### config.mk
export PLATFORM = sky130hd
export DESIGN_NAME = trap_sequencer
export DESIGN_NICKNAME = d
export VERILOG_FILES = /design/src/rtl/trap_sequencer.sv
export SDC_FILE = /design/constraint.sdc
export NUM_CORES = 1
export LEC_CHECK = 0
export ABC_AREA = 1
export CORE_MARGIN = 5
export CORE_UTILIZATION = 40
export DETAILED_ROUTE_END_ITERATION = 12
export GPL_ROUTABILITY_DRIVEN = 0
export PLACE_DENSITY = 0.77
export SYNTH_ARGS = -nofsm -noshare
export SYNTH_HDL_FRONTEND = slang
export SYNTH_SLANG_ARGS = --single-unit
### constraint.sdc
create_clock -name clk -period 1.5 [get_ports clk]
set_clock_uncertainty 0.05 [all_clocks]
set_input_delay 0.225 -clock clk [delete_from_list [all_inputs] [get_ports clk]]
set_output_delay 0.225 -clock clk [all_outputs]
set_load 0.005 [all_outputs]
### src/rtl/trap_sequencer.sv
// Machine-mode trap entry/exit sequencer: selects one trap event per commit,
// flushes and drains the pipeline, strobes the CSR update, then redirects fetch.
module trap_sequencer #(
   parameter int unsigned XLEN      = 64,
   parameter int unsigned DRAIN_MAX = 255,
   parameter int unsigned CNT_W     = 8
) (
   input  logic            clk,
   input  logic            rst,
   input  logic            commit_valid,
   input  logic [XLEN-1:0] commit_pc,
   input  logic            commit_ecall,
   input  logic            commit_ebreak,
   input  logic            commit_mret,
   input  logic            mstatus_mie,
   input  logic            mie_mtie,
   input  logic            mip_mtip,
   input  logic [XLEN-1:0] mtvec,
   input  logic [XLEN-1:0] mepc,
   input  logic            fetch_busy,
   input  logic            lsu_busy,
   input  logic            redirect_ready,
   output logic            kill_commit,
   output logic            hold,
   output logic            flush,
   output logic            trap_take,
   output logic            mret_take,
   output logic [XLEN-1:0] trap_epc,
   output logic [XLEN-1:0] trap_cause,
   output logic            redirect_valid,
   output logic [XLEN-1:0] redirect_pc,
   output logic            drain_err
);

   localparam logic [XLEN-1:0] CAUSE_MTI    = (XLEN'(1) << (XLEN - 1)) | XLEN'(7);
   localparam logic [XLEN-1:0] CAUSE_ECALL  = XLEN'(11);
   localparam logic [XLEN-1:0] CAUSE_EBREAK = XLEN'(3);
   localparam logic [XLEN-1:0] VEC_MTI_OFS  = XLEN'(4 * 7);
   localparam logic [CNT_W-1:0] CNT_LIMIT   = CNT_W'(DRAIN_MAX);

   typedef enum logic [1:0] {
      S_IDLE     = 2'd0,
      S_DRAIN    = 2'd1,
      S_UPDATE   = 2'd2,
      S_REDIRECT = 2'd3
   } state_t;

   state_t            state_q,          state_d;
   logic [CNT_W-1:0]  cnt_q,            cnt_d;
   logic              is_irq_q,         is_irq_d;
   logic              is_mret_q,        is_mret_d;
   logic [XLEN-1:0]   epc_q,            epc_d;
   logic [XLEN-1:0]   cause_q,          cause_d;
   logic [XLEN-1:0]   mepc_q,           mepc_d;
   logic [XLEN-1:0]   redirect_pc_q,    redirect_pc_d;
   logic              hold_q,           hold_d;
   logic              trap_take_q,      trap_take_d;
   logic              mret_take_q,      mret_take_d;
   logic              redirect_valid_q, redirect_valid_d;
   logic              drain_err_q,      drain_err_d;

   logic              irq_c;
   logic              select_c;
   logic [XLEN-1:0]   mtvec_base_c;

   // Event qualification; selection only ever happens at an IDLE commit boundary
   always_comb begin
      irq_c        = mstatus_mie & mie_mtie & mip_mtip;
      select_c     = ~rst & (state_q == S_IDLE) & commit_valid &
                     (irq_c | commit_ecall | commit_ebreak | commit_mret);
      mtvec_base_c = {mtvec[XLEN-1:2], 2'b00};
   end

   // Next-state and registered-output logic
   always_comb begin
      state_d          = state_q;
      cnt_d            = cnt_q;
      is_irq_d         = is_irq_q;
      is_mret_d        = is_mret_q;
      epc_d            = epc_q;
      cause_d          = cause_q;
      mepc_d           = mepc_q;
      redirect_pc_d    = redirect_pc_q;
      drain_err_d      = drain_err_q;

      unique case (state_q)
         S_IDLE: begin
            if (select_c) begin
               state_d   = S_DRAIN;
               cnt_d     = '0;
               is_irq_d  = irq_c;
               is_mret_d = ~irq_c & ~commit_ecall & ~commit_ebreak & commit_mret;
               epc_d     = commit_pc;
               mepc_d    = mepc;
               if (irq_c)             cause_d = CAUSE_MTI;
               else if (commit_ecall) cause_d = CAUSE_ECALL;
               else if (commit_ebreak) cause_d = CAUSE_EBREAK;
               else                   cause_d = '0;
            end
         end
         S_DRAIN: begin
            // Counter runs every drain cycle; the limit forces progress on a hung bus
            cnt_d = cnt_q + CNT_W'(1);
            if (!fetch_busy && !lsu_busy) begin
               state_d = S_UPDATE;
            end else if (cnt_q == CNT_LIMIT) begin
               state_d     = S_UPDATE;
               drain_err_d = 1'b1;
            end
         end
         S_UPDATE: begin
            state_d = S_REDIRECT;
            if (is_mret_q)                              redirect_pc_d = mepc_q;
            else if (is_irq_q && mtvec[1:0] == 2'b01)   redirect_pc_d = mtvec_base_c + VEC_MTI_OFS;
            else                                        redirect_pc_d = mtvec_base_c;
         end
         S_REDIRECT: begin
            if (redirect_ready) state_d = S_IDLE;
         end
         default: state_d = S_IDLE;
      endcase

      hold_d           = (state_d != S_IDLE);
      trap_take_d      = (state_d == S_UPDATE) & ~is_mret_d;
      mret_take_d      = (state_d == S_UPDATE) &  is_mret_d;
      redirect_valid_d = (state_d == S_REDIRECT);
   end

   // State and output registers, synchronous reset
   always_ff @(posedge clk) begin
      if (rst) begin
         state_q          <= S_IDLE;
         cnt_q            <= '0;
         is_irq_q         <= 1'b0;
         is_mret_q        <= 1'b0;
         epc_q            <= '0;
         cause_q          <= '0;
         mepc_q           <= '0;
         redirect_pc_q    <= '0;
         hold_q           <= 1'b0;
         trap_take_q      <= 1'b0;
         mret_take_q      <= 1'b0;
         redirect_valid_q <= 1'b0;
         drain_err_q      <= 1'b0;
      end else begin
         state_q          <= state_d;
         cnt_q            <= cnt_d;
         is_irq_q         <= is_irq_d;
         is_mret_q        <= is_mret_d;
         epc_q            <= epc_d;
         cause_q          <= cause_d;
         mepc_q           <= mepc_d;
         redirect_pc_q    <= redirect_pc_d;
         hold_q           <= hold_d;
         trap_take_q      <= trap_take_d;
         mret_take_q      <= mret_take_d;
         redirect_valid_q <= redirect_valid_d;
         drain_err_q      <= drain_err_d;
      end
   end

   assign kill_commit    = select_c & irq_c;
   assign flush          = select_c;
   assign hold           = hold_q;
   assign trap_take      = trap_take_q;
   assign mret_take      = mret_take_q;
   assign trap_epc       = epc_q;
   assign trap_cause     = cause_q;
   assign redirect_valid = redirect_valid_q;
   assign redirect_pc    = redirect_pc_q;
   assign drain_err      = drain_err_q;

endmodule

======== Word level (Yosys, flattened, before mapping) ========
Index checks and enable logic that the tools add are counted.
word-level totals
  output and inout bits ................... 199
  flip-flop bits (word level) ............. 273
operators by class
  eq/ne operators ......................... 8
  bitwise operators ....................... 20
  reductions and logical operators ........ 10
  muxes and demuxes ....................... 14
  $add $sub $neg .......................... 2
operators with widths
  cell                                            number
  two-way mux 64 bit                              3
  adder 64 x 5 -> 64 bit (second input constant)  1
  one-hot mux 8 bit (2 select lines)              1
  AND 1 bit                                       11
  two-way mux 2 bit                               5
  adder 8 x 1 -> 8 bit (second input constant)    1
  == test 2 bit (second input constant)           4
  == test 8 bit (second input constant)           1
  two-way mux 8 bit                               1
  one-hot mux 2 bit (4 select lines)              1
  inverter 1 bit                                  6
  == test 2 x 1 -> 1 bit (second input constant)  2
  two-way mux 4 bit                               1
  AND reduction 2 bit                             2
  nonzero test 2 bit                              2
  bitwise OR 1 bit                                3
  AND reduction 3 bit                             1
  logical AND 1 bit                               2
  zero test 1 bit                                 2
  zero test 2 bit                                 1
  two-way mux 1 bit                               2
  inequality test 2 bit (second input constant)   1

======== Depth between registers and ports, before layout ========
  word-level depth ........................ 10
  gate-level depth with buffers ........... 12

======== Worst setup path before layout ========
No wires, ideal clock.
  path kind ............................... reg-to-reg
  start ................................... register, netlist name trap_cause[2]
  end ..................................... register redirect_pc_q[44] (netlist: redirect_pc[44])
  setup slack ............................. -108 ps
  arrival time ............................ 1425 ps
  path buffers ............................ 1
  stages on the path, launching flop included .. 13
  data required time ...................... 1318 ps
  cells stage by stage .................... dfxtp_1 nand2_1 nor2_4 buf_6 nand2_2 nor2_4 nand2_2 nor2_4 nand2_1 nand2_1 nand2_1 o21bai_1 a21oi_1
RTL lines
  what                  RTL line  text
  to (signal assigned)  153       redirect_pc_q <= redirect_pc_d;
  to (decl)             55        logic [XLEN-1:0] redirect_pc_q, redirect_pc_d;

======== Final worst setup path ========
  start ................................... register state_q[1]
  end ..................................... output port kill_commit
on the way
  word-level cells in the longest chain between the ends .. 5
RTL lines
  what                     RTL line  text
  from (decl)              48        state_t state_q, state_d;
  from (signal assigned)   146       state_q <= state_d;
  zero test 2 bit          69        select_c = ~rst & (state_q == S_IDLE) & commit_valid &
  AND 1 bit (3 in series)  69
  AND 1 bit                162       assign kill_commit = select_c & irq_c;
  to (decl)                23        output logic kill_commit,
No other way between the ends.

==> flow_metrics.tcl <==
set metrics [dict create \
    wl_per_cell_um 20.2 \
    ys.flop_type "dfxtp_1" \
    start_util_pct 40.4 \
    drv_slew 0 \
    tightest_slew_ps 679 \
    drc 0 \
    grt_max_degree 95 \
    fmax_mhz 511 \
    status "finished, violations left" \
    cp_max_fo 3 \
    dp_slack_ps -838 \
    cts-root-buf "clkbuf_16" \
    ant_nets 0 \
    async_flop_share_pct 0 \
    area_growth_pct 78.6 \
    end_kind "primary output" \
    synth_cell_types 42 \
    violations "setup timing" \
    cp.arrival_ps 1680 \
    slew_headroom_pct 54.7 \
    r2r_slack_ps -400 \
    combPwrFrac_pct 23.8 \
    die_y_um 172 \
    grt_setup_unrepaired "true" \
    vdd_drop_max_uv 994 \
    seq_power_share_pct 38.7 \
    switching_share_pct 28.3 \
    drt_iter0_drc 1008 \
    maxCapViolations 0 \
    drive_gt1_share_pct 30.2 \
    pin_count 403 \
    grt_usage_pct 28.3 \
    fin_crit_ps 1960 \
    clock_sinks 211 \
    min_path_type "in2reg" \
    placed_cells 2297 \
    start_kind "flop" \
    powerDensity_nw_per_um2 851 \
    post-route-period-util_pct 131 \
    p_int_mw 11.4 \
    overflow 0 \
    grt_pass1_wl_um 65600 \
    vias_per_cell 5.39 \
    antenna_found_initial 5 \
    die-area_um2 29500 \
    netlist_area_um2 10500 \
    ys_seq_area_share_pct 40.4 \
    synth_cells 1531 \
    cts_max_path_buffers 3 \
    crit_type "reg2out" \
    die_w_um 172 \
    drt_pre_antenna_iters 5 \
    numCtsBuffers 24 \
    num_rows 59 \
    cts_tree "yes" \
    synth-seq-cells 211 \
    ys_warn_count 0 \
    hold_viol 0 \
    synth-edff-count 0 \
    pwr-share-clk_pct 37.6 \
    worstPathRequired_ps 1220 \
    h-tree-depth 1 \
    core_area_um2 25900 \
    vias 13100 \
    syn_area_per_cell_um2 6.83 \
    setup_ws_ps -458 \
    io_buffers 343 \
    power_switching_mw 4.50 \
    stdcell_count 2432 \
    routed_wirelength_um 49200 \
    place.detailed.hpwl_um 31300 \
    fin_nets 2283 \
    path_clk_slew_ps 60 \
    power.leakage_nw 8.24 \
    grt_pass1_vias 12300 \
    setup_violations 217 \
    clk_latency_ps 530 \
]
-- kinds of logic (layout without fill, tap and decap cells) --
kind of cell / after synthesis / after routing / synth area share [%]
compound gates: 368 / 368 / 18.0
simple gates: 672 / 673 / 27.9
fa+ha+maj: 2 / 2 / 0.239
other cells: 1 / 62 / 0.0359
buf+inv: 256 / 760 / 11.7
flops: 211 / 211 / 40.4
xor+xnor: 21 / 21 / 1.76
-- final cells by class --
type,instances,area (µm²)
repair buffers,601,6240
flip-flops and latches,211,4260
inverters,116,465
multi-input cells,1123,6480
diodes,3,7.51
well taps,335,419
clock buffers,38,733
fillers,1831,7230
clock inverters,5,68.8
-- cells in the final DEF (no fill, tap or decap), types with 60 or more instances in the layout --
| cell | count |
|---|---|
| nor2_1 | 85 |
| a21oi_1 | 193 |
| nand2_1 | 363 |
| dfxtp_1 | 188 |
| a21oi_2 | 70 |
| buf_4 | 165 |
| clkdlybuf4s50_1 | 197 |
| inv_1 | 100 |
| dlygate4sd2_1 | 141 |
| nand2_2 | 60 |
-- power by group through the flow --
stage	Sequential [mW]	Clock, mW	Combinational, mW
final	6.15	5.97	3.78
after global routing	6.17	6.26	4.00
after CTS	6.11	5.98	3.10
after detailed placement	6.23	0	2.65
after global placement	6.22	0	2.62
after floorplan	6.21	0	1.17
-- metrics by stage --
| stage | setup TNS, ps | utilization (%) | instance area, µm² | hold slack (ps) | total power, mW |
|---|---|---|---|---|---|
| final | -47130 | 72.1 | 18700 | 85.5 | 15.9 |
| after global routing | -60060 | 72.1 | 18700 | 77.8 | 16.4 |
| after CTS | -47640 | 66.5 | 17200 | 48.8 | 15.2 |
| after detailed placement | -103940 | 58.8 | 15200 | 391 | 8.89 |
| after global placement | -98100 | 58.8 | 15200 | 377 | 8.84 |
| after floorplan | -107 | - | 10700 | 316 | 7.39 |
-- path summary, 6_finish.rpt --
check / from / endpoint / cells after the start
worst min-delay path: rst / redirect_pc[63] / 3
worst min register to register: mepc_q[42] / mepc_q[42] / 2
worst max register to register: state_q[1] / is_mret_q / 14
worst max-delay path: state_q[1] / kill_commit / 9
-- critical path, cell delays in order, from the launching register on --
cell     delay (ps)
dfxtp_2         330
inv_2            60
nand2_2          60
nor3_4          160
nand2_2         110
nand2_4         110
inv_6            40
nor2_4           70
buf_6           120
buf_6            90
-- cells in the mapped netlist, drive strengths merged, types with 4 or more instances --
library cell,number,area share [%]
nand3,56,3.1
xor2,12,1.0
buf,87,5.7
clkbuf,53,1.9
o211ai,4,0.29
nor2,118,5.5
nand2,452,16
dfxtp,211,40
nor3,11,0.68
a21oi,265,13
nand4,28,1.7
inv,116,4.2
xnor2,9,0.75
o21ai,89,4.3
-- what timing repair did --
| action | CTS | global route |
|---|---|---|
| setup endpoints to repair | 336 | 214 |
| gates resized for setup | 391 | 240 |
| pin swaps | 56 | 99 |
| setup buffers | 52 | 28 |
| gates cloned | 12 | 18 |
| hold buffers | 0 | 0 |
-- layer usage --
layer,share of wire (%),GRT usage [%],vias up,wire length [µm]
li1,-,-,5967,-
met3,10,7.06,202,4990
met4,6.6,13.2,6,3230
met1,35,31.4,6163,17000
met2,49,50.6,772,23900
met5,0.096,0,-,47
-- state kept, by name (all words and copies together) (netlist names) --
register        count
mepc_q             64
redirect_pc        64
trap_epc           64
cnt_q               8
trap_cause          3
state_q             2
drain_err           1
hold                1
is_mret_q           1
mret_take           1
redirect_valid      1
trap_take           1
Power figures use the tool's default switching activity.
